File: src/rtl/chunk_reassembler_pkg.sv
// rtl/chunk_reassembler_pkg.sv - shared derivations and state type for the chunk reassembler
package chunk_reassembler_pkg;

    // Rounds a / b up to the next integer.
    function automatic int ceil_div(input int a, input int b);
        return (a + b - 1) / b;
    endfunction

    // Chunk counter width: enough to index NUM_CHUNKS chunks, never narrower than one bit.
    function automatic int cnt_width(input int num_chunks);
        return (num_chunks > 1) ? $clog2(num_chunks) : 1;
    endfunction

    typedef enum logic {
        IDLE,
        ASSEMBLE
    } asm_state_e;

endpackage

File: src/rtl/word_fifo.sv
// rtl/word_fifo.sv - synchronous first-word-fall-through FIFO with wrap-bit pointers
module word_fifo #(
    parameter int WIDTH = 8,
    parameter int DEPTH = 2
) (
    input  logic             clk,
    input  logic             rst_n,
    input  logic             wr_en,
    input  logic [WIDTH-1:0] wr_data,
    input  logic             rd_en,
    output logic [WIDTH-1:0] rd_data,
    output logic             full,
    output logic             empty
);

    localparam int AW = $clog2(DEPTH);

    logic [WIDTH-1:0] mem [DEPTH];
    logic [AW:0]      wr_ptr;
    logic [AW:0]      rd_ptr;

    // Pointer update; the extra top bit distinguishes full from empty.
    always_ff @(posedge clk or negedge rst_n) begin
        if (!rst_n) begin
            wr_ptr <= '0;
            rd_ptr <= '0;
        end else begin
            if (wr_en) wr_ptr <= wr_ptr + 1'b1;
            if (rd_en) rd_ptr <= rd_ptr + 1'b1;
        end
    end

    // Storage write; contents need no reset because empty masks the output.
    always_ff @(posedge clk) begin
        if (wr_en) mem[wr_ptr[AW-1:0]] <= wr_data;
    end

    assign empty   = (wr_ptr == rd_ptr);
    assign full    = (wr_ptr[AW] != rd_ptr[AW]) && (wr_ptr[AW-1:0] == rd_ptr[AW-1:0]);
    assign rd_data = empty ? '0 : mem[rd_ptr[AW-1:0]];

endmodule

File: src/rtl/chunk_reassembler.sv
// rtl/chunk_reassembler.sv - rebuilds WORD_W words from narrow chunks; optional CHUNK_REASSEMBLER_TIMEOUT_EN
module chunk_reassembler
    import chunk_reassembler_pkg::*;
#(
    parameter int CHUNK_W        = 4,
    parameter int WORD_W         = 8,
    parameter int FIFO_DEPTH     = 2,
    parameter int TIMEOUT_CYCLES = 16
) (
    input  logic               clk,
    input  logic               rst_n,
    input  logic               sync_clr,
    input  logic               chunk_valid,
    input  logic [CHUNK_W-1:0] chunk_data,
    output logic               chunk_ready,
    output logic               word_valid,
    output logic [WORD_W-1:0]  word_data,
    input  logic               word_ready,
    output logic               overflow,
    output logic               timeout_err
);

    localparam int NUM_CHUNKS = ceil_div(WORD_W, CHUNK_W);
    localparam int CNT_W      = cnt_width(NUM_CHUNKS);
    localparam int ASM_W      = NUM_CHUNKS * CHUNK_W;
    localparam logic [CNT_W-1:0] LAST = CNT_W'(NUM_CHUNKS - 1);

    asm_state_e       state;
    logic [CNT_W-1:0] count;
    logic [CNT_W-1:0] count_n;
    logic [ASM_W-1:0] asm_reg;
    logic [ASM_W-1:0] asm_n;
    logic [ASM_W-1:0] merged;
    logic             overflow_n;
    logic             push;
    logic             pop;
    logic             wr_en;
    logic             full;
    logic             empty;

`ifdef CHUNK_REASSEMBLER_TIMEOUT_EN
    localparam int IDLE_W = $clog2(TIMEOUT_CYCLES + 1);
    logic [IDLE_W-1:0] idle_cnt;
    logic [IDLE_W-1:0] idle_n;
    logic              expire;
`else
    logic unused_timeout_cfg;
    assign unused_timeout_cfg = |TIMEOUT_CYCLES;
`endif

    assign state       = (count == '0) ? IDLE : ASSEMBLE;
    assign pop         = word_ready && !empty;
    assign wr_en       = push && (!full || pop);
    assign chunk_ready = !full;
    assign word_valid  = !empty;

    // Overlay the incoming chunk onto its slot of the assembly register.
    always_comb begin
        merged = asm_reg;
        for (int k = 0; k < NUM_CHUNKS; k++) begin
            if (count == CNT_W'(k)) merged[k*CHUNK_W +: CHUNK_W] = chunk_data;
        end
    end

    // Next-state: chunk counting, word completion, overflow and idle expiry.
    always_comb begin
        count_n    = count;
        asm_n      = asm_reg;
        overflow_n = overflow;
        push       = 1'b0;
`ifdef CHUNK_REASSEMBLER_TIMEOUT_EN
        idle_n     = idle_cnt;
        expire     = 1'b0;
`endif
        if (sync_clr) begin
            count_n    = '0;
            overflow_n = 1'b0;
`ifdef CHUNK_REASSEMBLER_TIMEOUT_EN
            idle_n     = '0;
`endif
        end else if (chunk_valid) begin
            asm_n = merged;
`ifdef CHUNK_REASSEMBLER_TIMEOUT_EN
            idle_n = '0;
`endif
            if (count == LAST) begin
                count_n = '0;
                push    = 1'b1;
                if (full && !pop) overflow_n = 1'b1;
            end else begin
                count_n = count + 1'b1;
            end
        end
`ifdef CHUNK_REASSEMBLER_TIMEOUT_EN
        else if (state == ASSEMBLE) begin
            if (idle_cnt == IDLE_W'(TIMEOUT_CYCLES - 1)) begin
                count_n = '0;
                idle_n  = '0;
                expire  = 1'b1;
            end else begin
                idle_n = idle_cnt + 1'b1;
            end
        end
`endif
    end

    // State registers.
    always_ff @(posedge clk or negedge rst_n) begin
        if (!rst_n) begin
            count    <= '0;
            asm_reg  <= '0;
            overflow <= 1'b0;
        end else begin
            count    <= count_n;
            asm_reg  <= asm_n;
            overflow <= overflow_n;
        end
    end

`ifdef CHUNK_REASSEMBLER_TIMEOUT_EN
    // Idle counter and the one-cycle discard pulse.
    always_ff @(posedge clk or negedge rst_n) begin
        if (!rst_n) begin
            idle_cnt    <= '0;
            timeout_err <= 1'b0;
        end else begin
            idle_cnt    <= idle_n;
            timeout_err <= expire;
        end
    end
`else
    assign timeout_err = 1'b0;
`endif

    word_fifo #(
        .WIDTH (WORD_W),
        .DEPTH (FIFO_DEPTH)
    ) u_fifo (
        .clk     (clk),
        .rst_n   (rst_n),
        .wr_en   (wr_en),
        .wr_data (merged[WORD_W-1:0]),
        .rd_en   (pop),
        .rd_data (word_data),
        .full    (full),
        .empty   (empty)
    );

endmodule

File: config.mk
export PLATFORM = sky130hd
export DESIGN_NAME = chunk_reassembler
export DESIGN_NICKNAME = d
export VERILOG_FILES = /design/src/rtl/chunk_reassembler_pkg.sv /design/src/rtl/word_fifo.sv /design/src/rtl/chunk_reassembler.sv
export SDC_FILE = /design/constraint.sdc
export NUM_CORES = 1
export LEC_CHECK = 0
export CORE_ASPECT_RATIO = 0.7
export CORE_UTILIZATION = 55
export DETAILED_ROUTE_END_ITERATION = 12
export GPL_ROUTABILITY_DRIVEN = 1
export MAX_ROUTING_LAYER = met4
export PLACE_DENSITY_LB_ADDON = 0.05
export SLEW_MARGIN = 20
export SYNTH_ARGS = -nofsm -noshare
export SYNTH_HDL_FRONTEND = slang
export SYNTH_SLANG_ARGS = --single-unit
File: constraint.sdc
create_clock -name clk -period 2.98 [get_ports clk]
set_input_delay 0.745 -clock clk [delete_from_list [all_inputs] [get_ports clk]]
set_output_delay 0.745 -clock clk [all_outputs]
set_load 0.05 [all_outputs]
==> results of run 1 <==
==> synthesized netlist by cell type <==
library cell / number
edfxtp_1: 16
dfrtp_1: 14
mux2_2: 12
nand2_1: 12
nor2_1: 10
mux2i_1: 8
xnor2_1: 6
inv_1: 3
buf_2: 2
nand2b_1: 2
and3b_1: 1
buf_4: 1
clkbuf_1: 1
conb_1: 1
nand3b_1: 1
nor2_2: 1
o211ai_1: 1
o21ai_0: 1
o22ai_1: 1
o311ai_2: 1
o31ai_2: 1
or3_1: 1
xor2_1: 1
xor2_2: 1
==> report_power, final <==
group          leakage (nW)  internal [mW]  switching, mW  total (mW)
Combinational         0.306          0.311          0.650       0.960
Sequential            0.317          0.518         0.0551       0.573
Clock                0.0297         0.0885          0.132       0.221
==> metal layers <==
layer | GRT usage [%] | routed length (µm) | vias to the layer above
met4 | 7.727 | 10 | 0
li1 | - | - | 390
met1 | 31.75 | 1190 | 394
met3 | 7.012 | 85 | 2
met5 | - | 0 | -
met2 | 25.93 | 976 | 19
==> logic make-up (layout without fill, tap and decap cells) <==
family | Yosys count | count (layout) | synth area share, %
flops | 30 | 30 | 62.41
simple gates | 28 | 28 | 9.305
mux | 20 | 20 | 16.17
xor+xnor | 8 | 8 | 5.827
buf+inv | 7 | 32 | 2.444
compound gates | 5 | 5 | 3.572
other cells | 1 | 1 | 0.2817
==> how the worst max path moves through the flow <==
stage	slack, ps	to	cells after the start	startpoint
global placement	650	u_fifo.mem[1][0]	4	chunk_valid
CTS	470	word_data[0]	5	u_fifo.rd_ptr[0]
detailed placement	580	u_fifo.mem[1][1]	4	chunk_valid
finish	510	word_data[0]	5	u_fifo.rd_ptr[0]
global route	370	word_data[0]	5	u_fifo.rd_ptr[0]
floorplan	690	word_data[0]	3	u_fifo.wr_ptr[0]
==> layout by cell type, fill, tap and decap left out <==
cell type	netlist	final
mux2i_1	8	8
xor2_1	1	1
clkinv_1	0	1
o22ai_1	1	1
nor2_2	1	1
clkinv_2	0	1
buf_4	1	12
nand3b_1	1	1
o311ai_2	1	1
nand2b_1	2	2
o31ai_2	1	1
inv_1	3	3
mux2_2	12	12
and3b_1	1	1
nand2_1	12	12
clkbuf_1	1	1
o21ai_0	1	1
o211ai_1	1	1
or3_1	1	1
edfxtp_1	16	16
conb_1	1	1
nor2_1	10	10
clkdlybuf4s50_1	0	9
xnor2_1	6	6
xor2_2	1	1
dfrtp_1	14	14
clkbuf_4	0	5
==> worst max-delay path, cell delays in order (launching register included) <==
cell and delay, ps:
dfrtp_1 370, buf_4 190, xor2_2 330, nor2_2 150, nor2_1 150, buf_4 210
==> area by class of cell <==
cell class                 count  area (µm²)  area share [%]
clock buffer                   6       41.29           2.613
clock inverter                 2       8.758          0.5542
inverter                       3       11.26          0.7126
multi-input combinational     62       467.9           29.61
sequential                    30       830.8           52.57
tap                           32       40.04           2.534
timing repair buffer          21       180.2           11.40
==> stage by stage <==
step	hold slack, ps	cell area, µm²	instances	util, %	power [mW]
floorplan	441.7	1331	99	-	1.286
global placement	457.2	1530	148	68.79	1.527
detailed placement	465.5	1530	148	68.79	1.546
CTS	485.4	1580	156	71.03	1.769
global route	517.8	1580	156	71.03	1.859
finish	488.9	1580	156	71.03	1.754
==> impl_metrics.yaml, run 1 <==
outcome:
  outcome: "completed"
drt:
  routed_via_density: 5.160
  remaining_drc_errors: 0
  drt_pass1_iterations: 4
  ant_nets: 0
  wl_per_cell_um: 14.51
  vias: 805
  wirelength_um: 2263
  drtIter0Drc: 29
finish:
  final_nets: 132
  final_layout_size_suffix_gt1_share_pct: 27.42
  diodes: 0
  syn_to_final_growth_pct: 18.70
  nFillCells: 174
  largest_reg_flops: 16
power_and_ir_drop:
  power.leakage_nw: 0.6518
  powerDensity_nw_per_um2: 1110
  vdd_ir_drop_max_mv: 0.4342
worst_setup_path:
  startpoint_type: "register"
  r2r_slack_ps: 1240
  rr_worst_depth: 3
  timing.rr.start: "count"
  end_kind: "output port"
  crit_required_ps: 2240
  crit_fanout: 11
  worstReg2RegEnd: "u_fifo.mem[1][1]"
  path_class: "reg2out"
  crit_arrival_ps: 1720
worst_hold_path:
  hold_depth: 2
  hold_end: "asm_reg[7]"
  min_path_type: "reg2reg"
  hp-start: "asm_reg[7]"
synthesis:
  ys_types: 24
  ys_seq_area_share_pct: 62.41
  syn_inst: 99
  avgSynthCellArea_um2: 13.45
  synth_top_area_cell: "edfxtp_1"
  synth-seq-cells: 30
  syn_nets: 108
  synth_warnings: 0
  mappedNetlistArea_um2: 1331
  yosys.area.top_type_share_pct: 36.09
  synth_area_leaders: "edfxtp_1 36%, dfrtp_1 26%, mux2_2 10%, mux2i_1 6.0%, xnor2_1 3.9%"
clocking:
  clockBufferDepth: 2
  numCtsBuffers: 5
  clk_pin_slew_ps: 90
  cts_tree: "done"
  cts_hold_buf: 0
  clk_latency_ps: 310
  ctsHtreeMaxLevel: 2
  cts_resized: 0
  cts.sinks: 30
  cts_setup_buffers: 0
  cts_root_buf: "clkbuf_4"
sta:
  skew_ps: 2.678
  drv_slew: 0
  fin_setup_tns_ps: 0
  post-route-period-util_pct: 82.85
  max_freq_mhz: 405.1
  tightest_slew_ps: 643.2
  period_minus_slack_ps: 2469
  relSlewSlack_pct: 56.98
  setup_slack_ps: 511.2
  finalHoldViolCount: 0
  rsz0062_at_grt: "no"
  setup_viol: 0
global_routing:
  first_global_vias: 744
  grt_usage_pct: 20.97
  grt_max_degree: 15
  grt_first_pass_wirelength_um: 3650
  antenna_found_initial: 0
  overflow: 0
floorplan:
  io-pin-count: 21
  core_um2: 2225
  start_util_pct: 59.84
  die_h_um: 43.16
  dieArea_um2: 2624
  die_w_um: 60.81
  std_cell_rows: 14
placed_design:
  dpl_worst_slack_ps: 581.6
  dpl.hpwl_um: 1704
  gp_congestion: 0.7382
  port_buffers: 19
flow_run:
  drv_cap: 0
(Power assumes the default switching activity.)
==> run 2, diff against run 1 <==
Settings changed: CORE_UTILIZATION 55 to 52.
Clock period 2.98 ns to 2.3 ns, I/O delays scaled along.
==> run 2 against run 1 <==
Hold slack lost 7.5 ps. Sequential share of layout area shrank 4.9 points. Worst setup slack worse by 400 ps. Non-clock buffer count grew 1. Global-route usage shrank 0.33 points. Highest routed layer unchanged.
==> impl_metrics.yaml, run 2 (same netlist as run 1, synthesis figures left out) <==
worst_setup_path:
  crit_fanout: 9
  max_stage_delay_ps: 450
  rr_worst_depth: 3
  timing.rr.start: "count"
  end_kind: "output port"
  path_class: "reg2out"
  startpoint: "u_fifo.wr_ptr[1]"
  crit_chain: "xor2_2, nor2_4, nor2_1, buf_12"
  crit_required_ps: 1730
  crit_arrival_ps: 1610
  startpoint_type: "register"
  crit_slowest_cell: "dfrtp_1"
drt:
  vias: 809
  drt_pass1_iterations: 4
  ant_nets: 0
  remaining_drc_errors: 0
  wirelength_um: 2333
  wl_per_cell_um: 14.86
  routed_via_density: 5.153
  drtIter0Drc: 37
finish:
  final_nets: 133
  utilization_pct: 76.70
  nFillCells: 149
  area.sequential_um2: 832.0
  final_cell_mix: "16 x edfxtp_1, 13 x dfrtp_1, 12 x mux2_2, 12 x nand2_1"
  final_common_cell: "edfxtp_1"
  diodes: 0
  final_layout_size_suffix_gt1_share_pct: 29.60
  syn_to_final_growth_pct: 31.20
  largest_reg_flops: 16
  multi_input_comb_area_um2: 491.7
floorplan:
  die_h_um: 44.34
  start_util_pct: 58.46
  std_cell_rows: 14
  core_um2: 2277
  io-pin-count: 21
  die_w_um: 62.48
  dieArea_um2: 2770
sta:
  drv_slew: 0
  skew_ps: 6.737
  rsz0062_at_grt: "no"
  period_minus_slack_ps: 2185
  setup_viol: 0
  finalHoldViolCount: 0
  post-route-period-util_pct: 94.99
  max_freq_mhz: 457.7
  relSlewSlack_pct: 60.46
  fin_setup_tns_ps: 0
  tightest_slew_ps: 591.3
clocking:
  ctsHtreeMaxLevel: 2
  clk_pin_slew_ps: 80
  numCtsBuffers: 5
  cts_setup_buffers: 0
  clk_latency_ps: 310
  cts_tree: "done"
  cts_root_buf: "clkbuf_4"
  cts.sinks: 30
  clockBufferDepth: 2
global_routing:
  overflow: 0
  grt_max_degree: 15
  antenna_found_initial: 0
  first_global_vias: 770
  grt_usage_pct: 20.63
  grt_first_pass_wirelength_um: 3829
worst_hold_path:
  min_path_type: "reg2reg"
  hold_depth: 2
  hp-start: "asm_reg[6]"
placed_design:
  port_buffers: 19
  dpl.hpwl_um: 1775
  gp_congestion: 0.7809
outcome:
  outcome: "completed"
flow_run:
  drv_cap: 0
run 2: metal layers:
layer | wire length (µm) | vias up | global-route usage (%) | share of wire, %
met5 | 0 | - | - | 0
met4 | 13 | 0 | 9.767 | 0.56
met3 | 116 | 2 | 6.443 | 5.0
met2 | 1140 | 22 | 30.22 | 49
met1 | 1062 | 397 | 26.61 | 46
li1 | - | 388 | - | -
run 2: cell type report:
cell class	count	area share, %
well taps	32	2.292
flip-flops and latches	30	47.64
repair buffers	22	17.91
clock buffers	6	2.937
multi-input cells	62	28.15
inverters	3	0.6447
clock inverters	2	0.4298
run 2: worst paths after layout:
kind / slack [ps] / endpoint
min: 480 / asm_reg[6]
max reg2reg: 650 / u_fifo.mem[1][6]
max: 120 / word_data[1]
min in group asynchronous: 630 / u_fifo.rd_ptr[0]
max in group asynchronous: 1250 / u_fifo.wr_ptr[0]
min reg2reg: 480 / asm_reg[6]
run 2: repair_timing:
| action | CTS | global route |
|---|---|---|
| pin swaps | 0 | 2 |
| gates resized for setup | 1 | 3 |
| endpoints found under the setup margin | 3 | 9 |
| hold buffers | 0 | 0 |
run 2: through the flow:
step	area, µm²	hold slack [ps]	instances	worst slack, ps
6_report	1747	481.4	157	115.3
5_1_grt	1747	510.6	157	2.125
4_1_cts	1733	484.2	157	11.76
3_5_place_dp	1663	463.3	149	132.8
3_3_place_gp	1663	452.7	149	223.0
2_1_floorplan	1331	279.4	99	183.7
run 2: critical path, delay by kind of cell (launching register included):
kind                      cells  cell delay (ps)
DFF                           1              450
and+or+nand+nor               2              360
buffers and inverters         1              170
xor gates and xnor gates      1              320
Power of run 2 is not shown: default switching activity piles up to over one toggle a cycle in this logic, so the estimate is an artifact.
==> run 3, diff against run 2 <==
Settings changed: SYNTH_HIERARCHICAL from default to 1.
==> run 3 against run 2 <==
Synthesized cell count fell by 12%. Non-clock buffer count is 3 higher. Critical path depth unchanged. Register-to-register slack worse by 380 ps. Core utilization is 4.5 points lower. Sequential share of layout area is 1.2 points lower. Worst setup slack better by 1.9 ps. Largest cell class unchanged.
==> impl_metrics.yaml, run 3 <==
outcome:
  outcome: "completed"
clocking:
  clk_latency_ps: 270
  cts_tree: "done"
  ctsHtreeMaxLevel: 2
  clk_pin_slew_ps: 60
  cts_resized: 0
  clockBufferDepth: 2
  cts_root_buf: "clkbuf_8"
  cts.sinks: 30
  cts_setup_buffers: 0
  numCtsBuffers: 5
  cts_hold_buf: 0
worst_setup_path:
  crit_arrival_ps: 1610
  startpoint_type: "register"
  max_stage_delay_ps: 450
  cp.buffers_inverters: 2
  cpLargestDelayFamily: "flip-flops"
  crit_slowest_cell: "dfrtp_1"
  timing.rr.start: "u_fifo/wr_ptr[0]"
  startpoint: "u_fifo/wr_ptr[0]"
  end_kind: "output port"
  crit_required_ps: 1730
  crit_chain: "xnor2_2, nor2b_1, inv_1, buf_12"
  path_class: "reg2out"
  crit_fanout: 10
placed_design:
  port_buffers: 19
  gp_congestion: 0.7165
  dp_cells: 143
  dpl.hpwl_um: 1689
sta:
  skew_ps: 4.023
  max_freq_mhz: 458.1
  post-route-period-util_pct: 94.90
  rsz0062_at_grt: "no"
  setup_viol: 0
  finalHoldViolCount: 0
  period_minus_slack_ps: 2183
  fin_setup_tns_ps: 0
  whs_ps: 500.9
  tightest_slew_ps: 692.3
  drv_slew: 0
  relSlewSlack_pct: 53.70
synthesis:
  synthArstFlopShare_pct: 46.67
  syn_inst: 87
  avgSynthCellArea_um2: 15.62
  synth_top_area_cell: "edfxtp_1"
  synthSimpleGateAreaFrac_pct: 4.236
  mappedNetlistArea_um2: 1359
  syn_nets: 96
  yosysMostFrequentCell: "edfxtp_1"
  synth_warnings: 6
  ys_types: 21
  yosys.area.top_type_share_pct: 35.36
  synth_xor_area_share_pct: 5.617
  synthTopCellsByCount: "16 x edfxtp_1, 14 x dfrtp_1"
  synth_top_family_by_area: "multiplexers"
  yosys-mux-area-fraction_pct: 21.36
  synthAdderAreaFrac_pct: 0
  synth_compound_area_share_pct: 4.328
  synth_edf_count: 16
  ys_seq_area_share_pct: 61.14
  synth_ff_type: "edfxtp_1"
  synth-seq-cells: 30
  synth_area_leaders: "edfxtp_1 35%, dfrtp_1 26%, mux2_4 8.8%, mux2_2 6.6%, mux2i_1 5.9%"
floorplan:
  die_h_um: 44.77
  die_w_um: 63.10
  io-pin-count: 21
  dieArea_um2: 2825
  start_util_pct: 54.85
  core_um2: 2477
  std_cell_rows: 15
drt:
  wirelength_um: 2254
  drt_pass1_iterations: 4
  vias: 748
  drtIter0Drc: 42
  remaining_drc_errors: 0
  wl_per_cell_um: 14.93
  ant_nets: 0
  routed_via_density: 4.954
finish:
  final_cell_mix: "16 x edfxtp_1, 14 x dfrtp_1, 10 x buf_12"
  area.sequential_um2: 830.8
  final_common_cell: "edfxtp_1"
  stdcell_count: 151
  syn_to_final_growth_pct: 31.58
  final_nets: 125
  final_layout_size_suffix_gt1_share_pct: 35.90
  diodes: 0
  nFillCells: 176
  largest_reg_flops: 16
  multi_input_comb_area_um2: 486.7
worst_hold_path:
  hp-start: "asm_reg[6]"
  min_path_type: "reg2reg"
global_routing:
  grt_first_pass_wirelength_um: 3636
  overflow: 0
  antenna_found_initial: 0
  grt_usage_pct: 19.28
  grt_max_degree: 15
  first_global_vias: 716
flow_run:
  drv_cap: 0
## run 3: final timing paths
kind	to	slack [ps]	cells past startpoint
worst min register to register	asm_reg[6]	500	1
worst max-delay path	chunk_ready	120	4
min in group asynchronous	u_fifo/wr_ptr[0]	720	1
max in group asynchronous	asm_reg[4]	1140	1
worst min-delay path	asm_reg[6]	500	1
worst max register to register	u_fifo/wr_ptr[1]	270	6
## run 3: through the flow
stage | instance area, µm² | util [%] | worst slack, ps
after floorplan | 1359 | - | 110.5
after global placement | 1707 | 68.89 | 81.43
after detailed placement | 1707 | 68.89 | 53.24
after CTS | 1788 | 72.17 | 123.7
after global routing | 1788 | 72.17 | 21.03
final | 1788 | 72.17 | 117.2
## run 3: metal layers
metal | vias to the layer above | track usage, % | part of all wire (%)
met1 | 345 | 25.76 | 49
li1 | 366 | - | -
met3 | 6 | 5.808 | 6.6
met5 | - | - | 0
met2 | 31 | 26.67 | 43
met4 | 0 | 10.23 | 1.5
## run 3: cell families after synthesis
group           count (synthesis)
compound gates                 10
xor+xnor                        7
buf+inv                         6
flops                          30
mux                            24
other cells                     1
simple gates                    9
## run 3: layout make-up
type / count / share of cell area, %
sequential: 30 / 46.47
clock inverter: 2 / 0.4899
inverter: 3 / 0.6298
tap: 34 / 2.379
clock buffer: 6 / 4.059
multi-input combinational: 51 / 27.22
timing repair buffer: 25 / 18.75
## run 3: worst reg2reg max path, stage by stage, from the launching register on
cell,delay (ps)
dfrtp_1,450
xnor2_2,390
nor2b_1,220
inv_1,110
o21ba_2,240
and2_1,280
xor2_1,190
Power of run 3 is left out for the same reason.
